### config.mk
export PLATFORM = sky130hd
export DESIGN_NAME = adder_share_arbiter
export DESIGN_NICKNAME = d
export VERILOG_FILES = /design/src/rtl/adder_arb_pkg.sv /design/src/rtl/adder_arb_rr_pick.sv /design/src/rtl/adder_share_arbiter.sv
export SDC_FILE = /design/constraint.sdc
export NUM_CORES = 1
export LEC_CHECK = 0
export BUFFER_PORTS_ARGS = -buffer_cell sky130_fd_sc_hd__buf_2
export CAP_MARGIN = 20
export CORE_MARGIN = 4
export CORE_UTILIZATION = 35
export DETAILED_ROUTE_END_ITERATION = 7
export SLEW_MARGIN = 20
export SYNTH_ARGS = -nofsm -noshare
export SYNTH_HDL_FRONTEND = slang
export SYNTH_SLANG_ARGS = --single-unit
### constraint.sdc
create_clock -name clk -period 4.1 [get_ports clk]
set_input_delay 0.82 -clock clk [delete_from_list [all_inputs] [get_ports clk]]
set_output_delay 0.82 -clock clk [all_outputs]
set_load 0.1 [all_outputs]
### src/rtl/adder_arb_pkg.sv
// Shared types, limits and pointer helper for the adder share arbiter.
// Define ADDER_ARB_CARRY_EN to widen rsp_sum by one bit and keep the adder carry out.
package adder_arb_pkg;

  localparam int ARB_NREQ_MAX = 8;

`ifdef ADDER_ARB_CARRY_EN
  localparam int ARB_CARRY = 1;
`else
  localparam int ARB_CARRY = 0;
`endif

  typedef logic [3:0] nibble_t;

  typedef enum logic {
    EMPTY = 1'b0,
    FULL  = 1'b1
  } buf_state_t;

  function automatic int rr_next(input int ptr, input int n);
    return (ptr == n - 1) ? 0 : ptr + 1;
  endfunction

endpackage

### src/rtl/adder_arb_rr_pick.sv
// Round-robin pick: first set request at or after ptr, wrapping at NREQ-1.
// Latency: purely combinational.
// Backpressure: none here; the caller qualifies the grant with its accept condition.
module adder_arb_rr_pick #(
  parameter int NREQ = 4,
  parameter int IW   = 2
) (
  input  logic [NREQ-1:0] req,
  input  logic [IW-1:0]   ptr,
  output logic [NREQ-1:0] gnt,
  output logic [IW-1:0]   idx,
  output logic            any
);

  localparam logic [IW:0] NREQ_W = NREQ[IW:0];

  logic [NREQ-1:0] rot;
  logic [IW-1:0]   pos;
  logic [IW:0]     sum;

  always_comb begin
    // Rotate so ptr lands at bit 0, take the lowest set bit, then rotate the index back.
    rot = NREQ'({req, req} >> ptr);
    pos = '0;
    for (int k = NREQ - 1; k >= 0; k--) begin
      if (rot[k]) pos = IW'(k);
    end
    sum = {1'b0, ptr} + {1'b0, pos};
    if (sum >= NREQ_W) sum = sum - NREQ_W;
    idx = sum[IW-1:0];
    any = |req;
    gnt = any ? (NREQ'(1) << idx) : '0;
  end

endmodule

### src/rtl/adder_share_arbiter.sv
// One 4-bit adder shared by NREQ requesters through a round-robin grant; ADDER_ARB_CARRY_EN keeps the carry.
// Latency: 1 cycle from request handshake to rsp_valid.
// Backpressure: req_ready is all-zero while the response buffer is full and rsp_ready is low.
module adder_share_arbiter
  import adder_arb_pkg::*;
#(
  parameter int NREQ = 4,
  parameter int DW   = 4
) (
  input  logic                              clk,
  input  logic                              rst_n,
  input  logic [NREQ-1:0]                   req_valid,
  output logic [NREQ-1:0]                   req_ready,
  input  logic [NREQ*DW-1:0]                req_a,
  input  logic [NREQ*DW-1:0]                req_b,
  output logic                              rsp_valid,
  input  logic                              rsp_ready,
  output logic [DW+ARB_CARRY-1:0]           rsp_sum,
  output logic [$clog2(NREQ)-1:0]           rsp_id
);

  localparam int IW = $clog2((NREQ > ARB_NREQ_MAX) ? ARB_NREQ_MAX : NREQ);
  localparam int SW = DW + ARB_CARRY;

  buf_state_t      state;
  logic [IW-1:0]   rr_ptr;
  logic [NREQ-1:0] gnt;
  logic [IW-1:0]   g_idx;
  logic            g_any;
  logic            can_accept;
  logic            take;
  nibble_t         a_sel;
  nibble_t         b_sel;
  logic [SW-1:0]   add_out;

  adder_arb_rr_pick #(
    .NREQ (NREQ),
    .IW   (IW)
  ) u_pick (
    .req (req_valid),
    .ptr (rr_ptr),
    .gnt (gnt),
    .idx (g_idx),
    .any (g_any)
  );

  // Drain and refill may happen on the same edge, so a full buffer still accepts when rsp_ready.
  assign can_accept = (state == EMPTY) | rsp_ready;
  assign take       = rst_n & can_accept & g_any;
  assign req_ready  = take ? gnt : '0;
  assign rsp_valid  = (state == FULL);

  assign a_sel   = req_a[g_idx*DW +: DW];
  assign b_sel   = req_b[g_idx*DW +: DW];
  assign add_out = SW'({1'b0, a_sel} + {1'b0, b_sel});

  always_ff @(posedge clk or negedge rst_n) begin
    if (!rst_n) begin
      state   <= EMPTY;
      rsp_sum <= '0;
      rsp_id  <= '0;
      rr_ptr  <= '0;
    end else begin
      case (state)
        EMPTY: begin
          if (take) begin
            state   <= FULL;
            rsp_sum <= add_out;
            rsp_id  <= g_idx;
            rr_ptr  <= IW'(rr_next(int'(g_idx), NREQ));
          end
        end
        FULL: begin
          if (take) begin
            rsp_sum <= add_out;
            rsp_id  <= g_idx;
            rr_ptr  <= IW'(rr_next(int'(g_idx), NREQ));
          end else if (rsp_ready) begin
            state <= EMPTY;
          end
        end
        default: state <= EMPTY;
      endcase
    end
  end

endmodule
; Word level (Yosys, flattened, before mapping)
; Index checks and enable logic that the tools add are counted.
; Widths: inputs -> output; s select.
[totals]
reg_bits = 9
in_bits = 39
output_inout_bits = 11
[classes]
muxes = 15
n_bitwise = 4
reduce_logical = 1
add_sub_neg = 4
order_cmp = 1
shift = 4
eq_ne = 1
[ops]
columns = op, n
row1 = $shiftx 16x5->4, 2
row2 = $mux 2, 8
row3 = $mux 4, 3
row4 = $shr 8x2->4, 1
row5 = $add 4x4->4, 1
row6 = $reduce_or 4->1, 1
row7 = $shl 1x2->4 const A, 1
row8 = $add 2x2->3, 1
row9 = $ge 3x3->1 const B, 1
row10 = $mux 1, 3
row11 = $add 2x1->2 const B, 1
row12 = $and 1x1->1, 2
row13 = $eq 2x1->1 const B, 1
row14 = $pmux 1 s2, 1
row15 = $sub 2x1->2 const B, 1
row16 = $not 1->1, 1
row17 = $or 1x1->1, 1

; Logic depth before layout (Yosys ltp)
; Gate-level depths: netlist of run 1.
[logic_depth]
word_depth = 11
ltp_mapped = 18
ltp_nobuf = 16

; By module
; Synthesis of run 1 repeated with hierarchy kept, for this count alone.
[hier_totals]
cells_unflattened = 89
area_unflattened_um2 = 997.2
[modules_own_cells]
columns = module, area_each_um2, cells_each, seq_area_each_um2, n_inst
row1 = adder_share_arbiter, 706.9, 52, 225.2, 1
row2 = adder_arb_rr_pick, 290.3, 37, 0.0, 1

; Worst setup path before layout of run 1
; No wires, ideal clock.
[synth_timing]
path_type = input port to output port
from = input req_valid[3]
to = output req_ready[0]
cell_stages = 13
path_buffers = 1
arrival_time_ns = 3.451
path_slack_ns = -0.171
path_cell_list = nor2b_1 a21oi_1 nor2_1 a211oi_1 a21oi_1 ha_1 xor2_1 or4_4 and2_4 buf_6 inv_1 ha_1 and2_1
[synth_between]
elab_chain_len = 11
[synth_lines]
columns = item, line_no
row1 = from (decl), adder_share_arbiter.sv:12  ; input logic [NREQ-1:0] req_valid,
row2 = $shr 8x2->4 *, adder_arb_rr_pick.sv:23  ; rot = NREQ'({req, req} >> ptr);
row3 = $mux 2 (3 in a row), adder_arb_rr_pick.sv:26  ; if (rot[k]) pos = IW'(k);
row4 = $mux 2 *, adder_arb_rr_pick.sv:26
row5 = $add 2x2->3 *, adder_arb_rr_pick.sv:28  ; sum = {1'b0, ptr} + {1'b0, pos};
row6 = $ge 3x3->1 or $sub 2x1->2 (tied branches), adder_arb_rr_pick.sv:29  ; if (sum >= NREQ_W) sum = sum - NREQ_W;
row7 = $mux 2 *, adder_arb_rr_pick.sv:29
row8 = named net g_idx[1], adder_share_arbiter.sv:28  ; logic [IW-1:0] g_idx;
row9 = $shl 1x2->4 *, adder_arb_rr_pick.sv:32  ; gnt = any ? (NREQ'(1) << idx) : '0;
row10 = $mux 4 *, adder_arb_rr_pick.sv:32
row11 = $mux 4 *, adder_share_arbiter.sv:50  ; assign req_ready = take ? gnt : '0;
row12 = to (decl), adder_share_arbiter.sv:13  ; output logic [NREQ-1:0] req_ready,
; The timed path passes the listed nets; every way through them passes the cells marked *.

; Worst setup path after layout of run 1
[layout_timing]
from = input req_valid[3]
to = output req_ready[1]
[layout_between]
elab_chain_len = 11
[layout_lines]
columns = item, line_no
row1 = $shr 8x2->4, adder_arb_rr_pick.sv:23
row2 = $mux 2 (4 in a row), adder_arb_rr_pick.sv:26
row3 = $add 2x2->3, adder_arb_rr_pick.sv:28
row4 = $ge 3x3->1 or $sub 2x1->2 (tied branches), adder_arb_rr_pick.sv:29
row5 = $mux 2, adder_arb_rr_pick.sv:29
row6 = $shl 1x2->4, adder_arb_rr_pick.sv:32
row7 = $mux 4, adder_arb_rr_pick.sv:32
row8 = $mux 4 *, adder_share_arbiter.sv:50
; Mark *: on every way between the ends. The rest lies on a longest branch, timed or not.

==> results of run 1 <==
## kinds of logic after synthesis
kind of cell,after synthesis
and+or+nand+nor,39
AOI/OAI and AO/OA,19
buffers and inverters,17
muxes,11
adders and majority gates,9
DFF,9
xor gates and xnor gates,6
## report_power, final
group          internal, mW  switching, mW  total [mW]
Clock                0.0375         0.0304      0.0679
Sequential            0.130         0.0400       0.170
Combinational         0.434          0.682        1.12
Total                 0.601          0.752        1.35
## Yosys cell counts (2+ instances only)
library cell	n	area share, %
sky130_fd_sc_hd__and2_1	4	2.4
sky130_fd_sc_hd__nand3_1	2	0.95
sky130_fd_sc_hd__nand2b_1	4	2.4
sky130_fd_sc_hd__o31ai_1	2	1.4
sky130_fd_sc_hd__xor2_1	2	1.7
sky130_fd_sc_hd__or3b_2	2	1.7
sky130_fd_sc_hd__a21oi_1	6	2.8
sky130_fd_sc_hd__a211oi_1	2	1.4
sky130_fd_sc_hd__clkbuf_1	3	1.1
sky130_fd_sc_hd__nor2b_1	2	1.2
sky130_fd_sc_hd__ha_1	8	9.5
sky130_fd_sc_hd__inv_1	12	4.3
sky130_fd_sc_hd__nand2_1	14	5.0
sky130_fd_sc_hd__mux4_1	8	20
sky130_fd_sc_hd__mux2i_1	2	1.9
sky130_fd_sc_hd__dfrtp_1	9	21
sky130_fd_sc_hd__o21ai_0	4	1.9
sky130_fd_sc_hd__buf_6	2	2.1
sky130_fd_sc_hd__xnor2_1	4	3.3
sky130_fd_sc_hd__nand3b_1	2	1.4
sky130_fd_sc_hd__nor2_1	2	0.71
## final cells by class
type	count	area, µm²	share of cell area [%]
inverter	12	45.04	3.166
timing repair buffer	53	320.3	22.52
clock buffer	4	26.28	1.847
multi-input combinational	85	767.0	53.91
sequential	9	225.2	15.83
tap	31	38.79	2.726
## registers in the layout, indices dropped and copies added (netlist names)
register / cells
rsp_id: 2
rsp_sum: 4
rsp_valid: 1
rr_ptr: 2
## worst max-delay path, delay by kind of cell
kind,cells,cell delay (ns)
AO/OA/AOI/OAI,3,0.37
XOR/XNOR,1,0.15
adder cells (fa/ha/maj),2,0.32
buffers and inverters,3,0.36
AND/OR/NAND/NOR,5,1.11
## worst paths after layout
path	cells after the start	slack [ns]	to
setup / recovery	14	0.14	req_ready[1]
hold / removal	1	0.41	rsp_sum[1]
setup reg to reg	17	0.37	rsp_sum[3]
hold reg to reg	2	0.47	rsp_sum[0]
max in group asynchronous	1	3.49	rsp_id[0]
min in group clk	2	0.47	rsp_sum[0]
## cell usage in the layout (no fill, tap or decap), types with 2 or more instances in the layout
cell type	count
sky130_fd_sc_hd__xnor2_1	4
sky130_fd_sc_hd__or3b_2	2
sky130_fd_sc_hd__mux4_1	8
sky130_fd_sc_hd__o21ai_0	3
sky130_fd_sc_hd__nand3_1	2
sky130_fd_sc_hd__nand3b_1	2
sky130_fd_sc_hd__buf_4	4
sky130_fd_sc_hd__buf_6	2
sky130_fd_sc_hd__and2_1	2
sky130_fd_sc_hd__buf_2	44
sky130_fd_sc_hd__ha_1	7
sky130_fd_sc_hd__a211oi_1	2
sky130_fd_sc_hd__and2_2	3
sky130_fd_sc_hd__a21oi_1	6
sky130_fd_sc_hd__nand2b_1	4
sky130_fd_sc_hd__clkbuf_4	4
sky130_fd_sc_hd__nand2_1	14
sky130_fd_sc_hd__mux2i_1	2
sky130_fd_sc_hd__nor2b_1	2
sky130_fd_sc_hd__xor2_1	2
sky130_fd_sc_hd__nor2_1	2
sky130_fd_sc_hd__dfrtp_1	9
sky130_fd_sc_hd__inv_1	12
sky130_fd_sc_hd__buf_12	2
sky130_fd_sc_hd__o31ai_1	2
## metal layers
metal | track usage, % | vias to the layer above | wire (µm)
met5 | 0 | - | 0
met4 | 5.785 | 0 | 34
met3 | 2.518 | 4 | 171
met2 | 22.27 | 38 | 1316
met1 | 17.33 | 445 | 1160
li1 | - | 500 | -
## what timing repair did
item,4_1_cts,5_1_grt
gates cloned,0,1
pin swaps,0,2
buffers inserted,0,1
resized for setup,1,7
endpoints found under the setup margin,1,5
==> flow_summary.json, run 1 <==
{
  "cts_tree": "done",
  "worstSetupStartpoint": "req_valid[3]",
  "critPathMostFrequentCell": "sky130_fd_sc_hd__a21oi_1",
  "wl_um": 2682,
  "status": "completed",
  "postSynth.topFlopCell": "sky130_fd_sc_hd__dfrtp_1",
  "leakagePower_nw": 0.7376,
  "dp_worst_setup_slack_ns": -0.08449,
  "antenna_cells": 0,
  "insertion_delay_to_the_later_sink_of_the_worst_skew_pair_ns": 0.25,
  "filler_cell_count": 274,
  "clock-skew-final_ns": 0.0005170,
  "setup_repair_after_global_routing_missed_its_margin": "false",
  "dp.cells": 188,
  "drtAntennaViolNets": 0,
  "share_of_the_clock_period_used_by_the_worst_path_pct": 96.54,
  "ioPinCount": 50,
  "worst-endpoint-required_ns": 3.28,
  "fp.dieArea_mm2": 0.003968,
  "grt_pass1_wl_um": 4333,
  "crit_path_max_incr_delay_ns": 0.55,
  "hold_class": "primary input to asynchronous set/reset pin",
  "syn2layout_area_growth_pct": 34.40,
  "first_global_vias": 965,
  "cp_slowest_cell": "sky130_fd_sc_hd__or4_4",
  "place_area_mm2": 0.001364,
  "gr-total-overflow": 0,
  "synth.net_count": 158,
  "die_w_um": 63.00,
  "vias": 987,
  "final_design_area_no_fill_mm2": 0.001423,
  "max_freq_mhz": 252.6,
  "post_cts_hold_buffer_count": 0,
  "cts_num_sinks": 9,
  "cts_buffers": 3,
  "tightestPinTransition_ns": 0.6215,
  "synth-edff-count": 0,
  "htree_num_levels": 1,
  "timing.final.crit_period_ns": 3.958,
  "rr_startpoint": "rr_ptr[1]",
  "yosys.area_share.adder_pct": 11.35,
  "post_synthesis_xor_xnor_area_fraction_pct": 4.965,
  "post_synth.cell_area_avg_um2": 9.623,
  "start_kind": "primary input",
  "dieHeight_um": 63.00,
  "floorplan.core_area_mm2": 0.002829,
  "synth_cell_types": 35,
  "yosys_warnings": 0,
  "detailedRoute.firstIterationViolations": 21,
  "post_synth_instance_area_mm2": 0.001059,
  "port_buffers": 49,
  "clock-root-buffer": "sky130_fd_sc_hd__clkbuf_4",
  "row_count": 19,
  "postLayoutSetupSlackWorst_ns": 0.1418,
  "report.final.hold_viol_count": 0,
  "synth-compound-area-share_pct": 11.47,
  "timing.max_cap.violations": 0,
  "critPathMaxFanout": 6,
  "synth.yosys.seq_area_share_pct": 21.28,
  "vias_per_cell": 5.088,
  "cts_buffer_depth": 2,
  "drt_drc_violations_left": 0,
  "cts.reportedPaths.clkPinSlew_ns": 0.06,
  "power_mw": 1.353,
  "grt_use_total_pct": 13.58,
  "yosys-mux-area-fraction_pct": 22.81,
  "path_cells": "buf_2, nor2b_1, a21oi_1, nor2_1, a211oi_1, a21oi_1, ha_2, xor2_1, or4_4, and2_4, inv_1, ha_1, and2_2, buf_12",
  "grt_start_max_net_pins": 14,
  "yosys.area_share.simple_pct": 20.69,
  "slew_violations": 0,
  "final_layout_size_suffix_gt1_share_pct": 41.10,
  "avgRoutedWirePerCell_um": 13.82,
  "asyncSetResetFlopFracSynth_pct": 100.0,
  "cellPowerDensity_mw_per_mm2": 951.4,
  "synthesized_instance_count": 110,
  "critPathKind": "primary input to output port",
  "hold_slack_ns": 0.4145,
  "maxSlewHeadroom_pct": 58.48,
  "final_net_count": 212,
  "antenna_violations_before_repair": 0,
  "fin_util_pct": 50.29,
  "report.final.setup_viol": 0,
  "dr.pass1.iters": 4,
  "cp_data_arrival_time_ns": 3.14,
  "vdd_drop_max_mv": 0.4294,
  "initial_utilization_pct": 37.42,
  "setup.worst_path.end_class": "output port",
  "dpl.hpwl_um": 2143,
  "fin_setup_tns_ns": 0,
  "largest_family_of_logic_cells_by_synthesized_area": "multiplexers",
  "place.gp.congestion": 0.7632,
  "fin_cells": 194,
  "ys_ff_latch": 9
}
(Power assumes the default switching activity.)
==> run 2: changes to the inputs <==
--- a/config.mk
+++ b/config.mk
@@ -5,11 +5,12 @@
 export SDC_FILE = /design/constraint.sdc
 export NUM_CORES = 1
 export LEC_CHECK = 0
+export ABC_AREA = 1
 export BUFFER_PORTS_ARGS = -buffer_cell sky130_fd_sc_hd__buf_2
-export CAP_MARGIN = 20
 export CORE_MARGIN = 4
-export CORE_UTILIZATION = 35
+export CORE_UTILIZATION = 46
 export DETAILED_ROUTE_END_ITERATION = 7
+export PLACE_DENSITY = 0.8
 export SLEW_MARGIN = 20
 export SYNTH_ARGS = -nofsm -noshare
 export SYNTH_HDL_FRONTEND = slang
==> flow_summary.json, run 2 <==
{
  "cts_buffers": 3,
  "vias_per_cell": 4.912,
  "gr-total-overflow": 0,
  "detailedRoute.firstIterationViolations": 26,
  "post_synthesis_xor_xnor_area_fraction_pct": 1.709,
  "synth-compound-area-share_pct": 12.70,
  "status": "completed",
  "cts_num_sinks": 9,
  "drtAntennaViolNets": 0,
  "yosys.area.top_type_share_pct": 21.98,
  "synthTopCellsByArea": "sky130_fd_sc_hd__dfrtp_1 22%, sky130_fd_sc_hd__nand2_1 21%, sky130_fd_sc_hd__ha_1 9.8%",
  "postSynth.topFlopCell": "sky130_fd_sc_hd__dfrtp_1",
  "initial_utilization_pct": 50.18,
  "cpLargestDelayFamily": "buffers and inverters",
  "cp_bufs_invs": 5,
  "first_global_vias": 1106,
  "dieHeight_um": 55.20,
  "post-synth-top-count-cell": "sky130_fd_sc_hd__nand2_1",
  "fp.dieArea_mm2": 0.003047,
  "report.final.hold_viol_count": 0,
  "layout_top_registers": "rsp_sum x4, rr_ptr x2, rsp_id x2",
  "fin_setup_tns_ns": 0,
  "timing.final.crit_period_ns": 3.851,
  "critPathKind": "primary input to output port",
  "cts_tree": "done",
  "cp_data_arrival_time_ns": 3.03,
  "layout.cells.most_common_list": "58 x sky130_fd_sc_hd__nand2_1, 46 x sky130_fd_sc_hd__buf_2, 21 x sky130_fd_sc_hd__inv_1, 14 x sky130_fd_sc_hd__nand3_1, 9 x sky130_fd_sc_hd__dfrtp_1",
  "setup_repair_after_global_routing_missed_its_margin": "false",
  "share_of_the_clock_period_used_by_the_worst_path_pct": 93.92,
  "cts.reportedPaths.clkPinSlew_ns": 0.06,
  "yosys-mux-area-fraction_pct": 1.954,
  "synth.yosys.seq_area_share_pct": 21.98,
  "grt_use_total_pct": 17.18,
  "tightestPinTransition_ns": 0.4967,
  "syn2layout_area_growth_pct": 31.75,
  "largest_family_of_logic_cells_by_synthesized_area": "simple AND/OR/NAND/NOR gates",
  "synthesized_instance_count": 161,
  "grt_pass1_wl_um": 4353,
  "setup.worst_path.end_class": "output port",
  "clock-root-buffer": "sky130_fd_sc_hd__clkbuf_4",
  "grt_start_max_net_pins": 20,
  "max_freq_mhz": 259.7,
  "cts_post_setup_buffers_inserted": 0,
  "synth.net_count": 209,
  "antenna_violations_before_repair": 0,
  "synth-edff-count": 0,
  "final_layout_size_suffix_gt1_share_pct": 32.70,
  "avgRoutedWirePerCell_um": 10.96,
  "maxSlewHeadroom_pct": 67.11,
  "ioPinCount": 50,
  "final_net_count": 260,
  "crit_path_max_incr_delay_ns": 0.35,
  "dr.pass1.iters": 4,
  "ys_ff_latch": 9,
  "slew_violations": 0,
  "largest_register_ff_count": 4,
  "filler_cell_count": 194,
  "place.gp.congestion": 0.7928,
  "asyncSetResetFlopFracSynth_pct": 100.0,
  "path_cells": "buf_2, nand2_1, nand3_1, nand2_1, nand3_1, a21boi_0, ha_1, xor2_1, inv_1, nand3_2, nand2_4, inv_1, ha_1, inv_1, nor2_2, clkbuf_4",
  "yosys.area_share.adder_pct": 11.72,
  "synth_cell_types": 27,
  "cell_accounting_for_the_most_synthesized_area": "sky130_fd_sc_hd__dfrtp_1",
  "multiInputGateArea_um2": 685.7,
  "largest_register": "rsp_sum",
  "clock-skew-final_ns": 0.001831,
  "vias": 1169,
  "row_count": 16,
  "synthTopCellsByCount": "58 x sky130_fd_sc_hd__nand2_1, 21 x sky130_fd_sc_hd__inv_1, 14 x sky130_fd_sc_hd__nand3_1",
  "report.final.setup_viol": 0,
  "post_synth.cell_area_avg_um2": 6.365,
  "htree_num_levels": 1,
  "mostFrequentLayoutCell": "sky130_fd_sc_hd__nand2_1",
  "start_kind": "primary input",
  "drt_drc_violations_left": 0,
  "timing.max_cap.violations": 0,
  "cts_buffer_depth": 2,
  "die_w_um": 55.20,
  "area.sequential_um2": 225.2,
  "wl_um": 2609,
  "cp_slowest_cell": "sky130_fd_sc_hd__clkbuf_4",
  "insertion_delay_to_the_later_sink_of_the_worst_skew_pair_ns": 0.26,
  "hold_class": "primary input to asynchronous set/reset pin",
  "critPathMostFrequentCell": "sky130_fd_sc_hd__inv_1",
  "antenna_cells": 0,
  "critPathMaxFanout": 19,
  "port_buffers": 49,
  "yosys.area_share.simple_pct": 37.85,
  "yosys_warnings": 0,
  "dpl.hpwl_um": 2145,
  "worst-endpoint-required_ns": 3.28,
  "floorplan.core_area_mm2": 0.002042,
  "post_synth_instance_area_mm2": 0.001025
}
run 2: cell types whose count changed in the layout (fill, tap and decap cells not counted), moves of 4 or more:
cell | before | now
sky130_fd_sc_hd__nand2b_1 | 4 | 0
sky130_fd_sc_hd__o21ai_0 | 3 | 8
sky130_fd_sc_hd__nor2_1 | 2 | 6
sky130_fd_sc_hd__inv_1 | 12 | 21
sky130_fd_sc_hd__xnor2_1 | 4 | 0
sky130_fd_sc_hd__nor2_2 | 0 | 4
sky130_fd_sc_hd__nand2_1 | 14 | 58
sky130_fd_sc_hd__a31oi_1 | 0 | 5
sky130_fd_sc_hd__nand3_1 | 2 | 14
sky130_fd_sc_hd__mux4_1 | 8 | 0
sky130_fd_sc_hd__a21oi_1 | 6 | 0
run 2: metal layers:
metal / global-route usage (%) / routed length, µm
met2: 32.77 / 1337
met3: 2.797 / 146
met4: 8.681 / 72
met1: 17.67 / 1053
met5: 0 / 0
run 2: path summary, 6_finish.rpt:
kind / slack, ns / end / startpoint / depth (start not counted)
min reg2reg: 0.49 / rsp_id[1] / rsp_id[1] / 2
max: 0.25 / req_ready[1] / req_valid[0] / 16
min: 0.41 / rsp_sum[0] / rst_n / 1
max in group asynchronous: 3.51 / rsp_id[0] / rst_n / 1
min in group clk: 0.49 / rsp_id[1] / rsp_id[1] / 2
max reg2reg: 0.88 / rsp_sum[3] / rr_ptr[1] / 20
run 2: worst register-to-register path, stage by stage (launching register included):
cell,delay (ns)
sky130_fd_sc_hd__dfrtp_1,0.45
sky130_fd_sc_hd__inv_1,0.19
sky130_fd_sc_hd__nand3_1,0.10
sky130_fd_sc_hd__nand2_1,0.11
sky130_fd_sc_hd__nand3_1,0.08
sky130_fd_sc_hd__a21boi_0,0.18
sky130_fd_sc_hd__ha_1,0.29
sky130_fd_sc_hd__inv_1,0.33
sky130_fd_sc_hd__nand2_1,0.09
sky130_fd_sc_hd__nand2_1,0.08
sky130_fd_sc_hd__nor2_1,0.04
sky130_fd_sc_hd__a31oi_1,0.15
sky130_fd_sc_hd__ha_1,0.29
sky130_fd_sc_hd__nand2_1,0.07
sky130_fd_sc_hd__nand2_1,0.04
sky130_fd_sc_hd__a31oi_1,0.25
sky130_fd_sc_hd__inv_1,0.08
sky130_fd_sc_hd__nand3_1,0.11
sky130_fd_sc_hd__nand3_1,0.07
sky130_fd_sc_hd__nand3_1,0.08
sky130_fd_sc_hd__nand2_1,0.05
run 2: logic make-up after synthesis:
logic type	Yosys count
AND/OR/NAND/NOR	90
buffers and inverters	28
AO/OA/AOI/OAI	21
adder cells (fa/ha/maj)	9
flip-flops	9
XOR/XNOR	2
multiplexers	2
run 2: stage by stage:
| stage | instance area, µm² | setup WS (ns) | util (%) | hold slack, ns | std cells |
|---|---|---|---|---|---|
| floorplan | 1035 | 0.1608 | - | 0.5244 | 161 |
| global placement | 1321 | 0.3502 | 64.71 | 0.4660 | 234 |
| detailed placement | 1321 | 0.2123 | 64.71 | 0.4730 | 234 |
| CTS | 1348 | 0.2032 | 65.99 | 0.4043 | 238 |
| global route | 1350 | 0.04170 | 66.12 | 0.4042 | 238 |
| finish | 1350 | 0.2492 | 66.12 | 0.4050 | 238 |
run 2: layout make-up:
cell class	instances	share of cell area [%]
clock buffer	4	1.946
inverter	23	6.395
multi-input combinational	124	50.79
sequential	9	16.68
tap	27	2.502
timing repair buffer	51	21.69
run 2: what timing repair did:
item,CTS,global route
hold buffers,0,0
gates resized for setup,0,1
setup endpoints to repair,0,1
Power of run 2 is left out: the tool's default activity adds up to more than one toggle a clock period on the data nets, which glitch-free logic cannot reach.
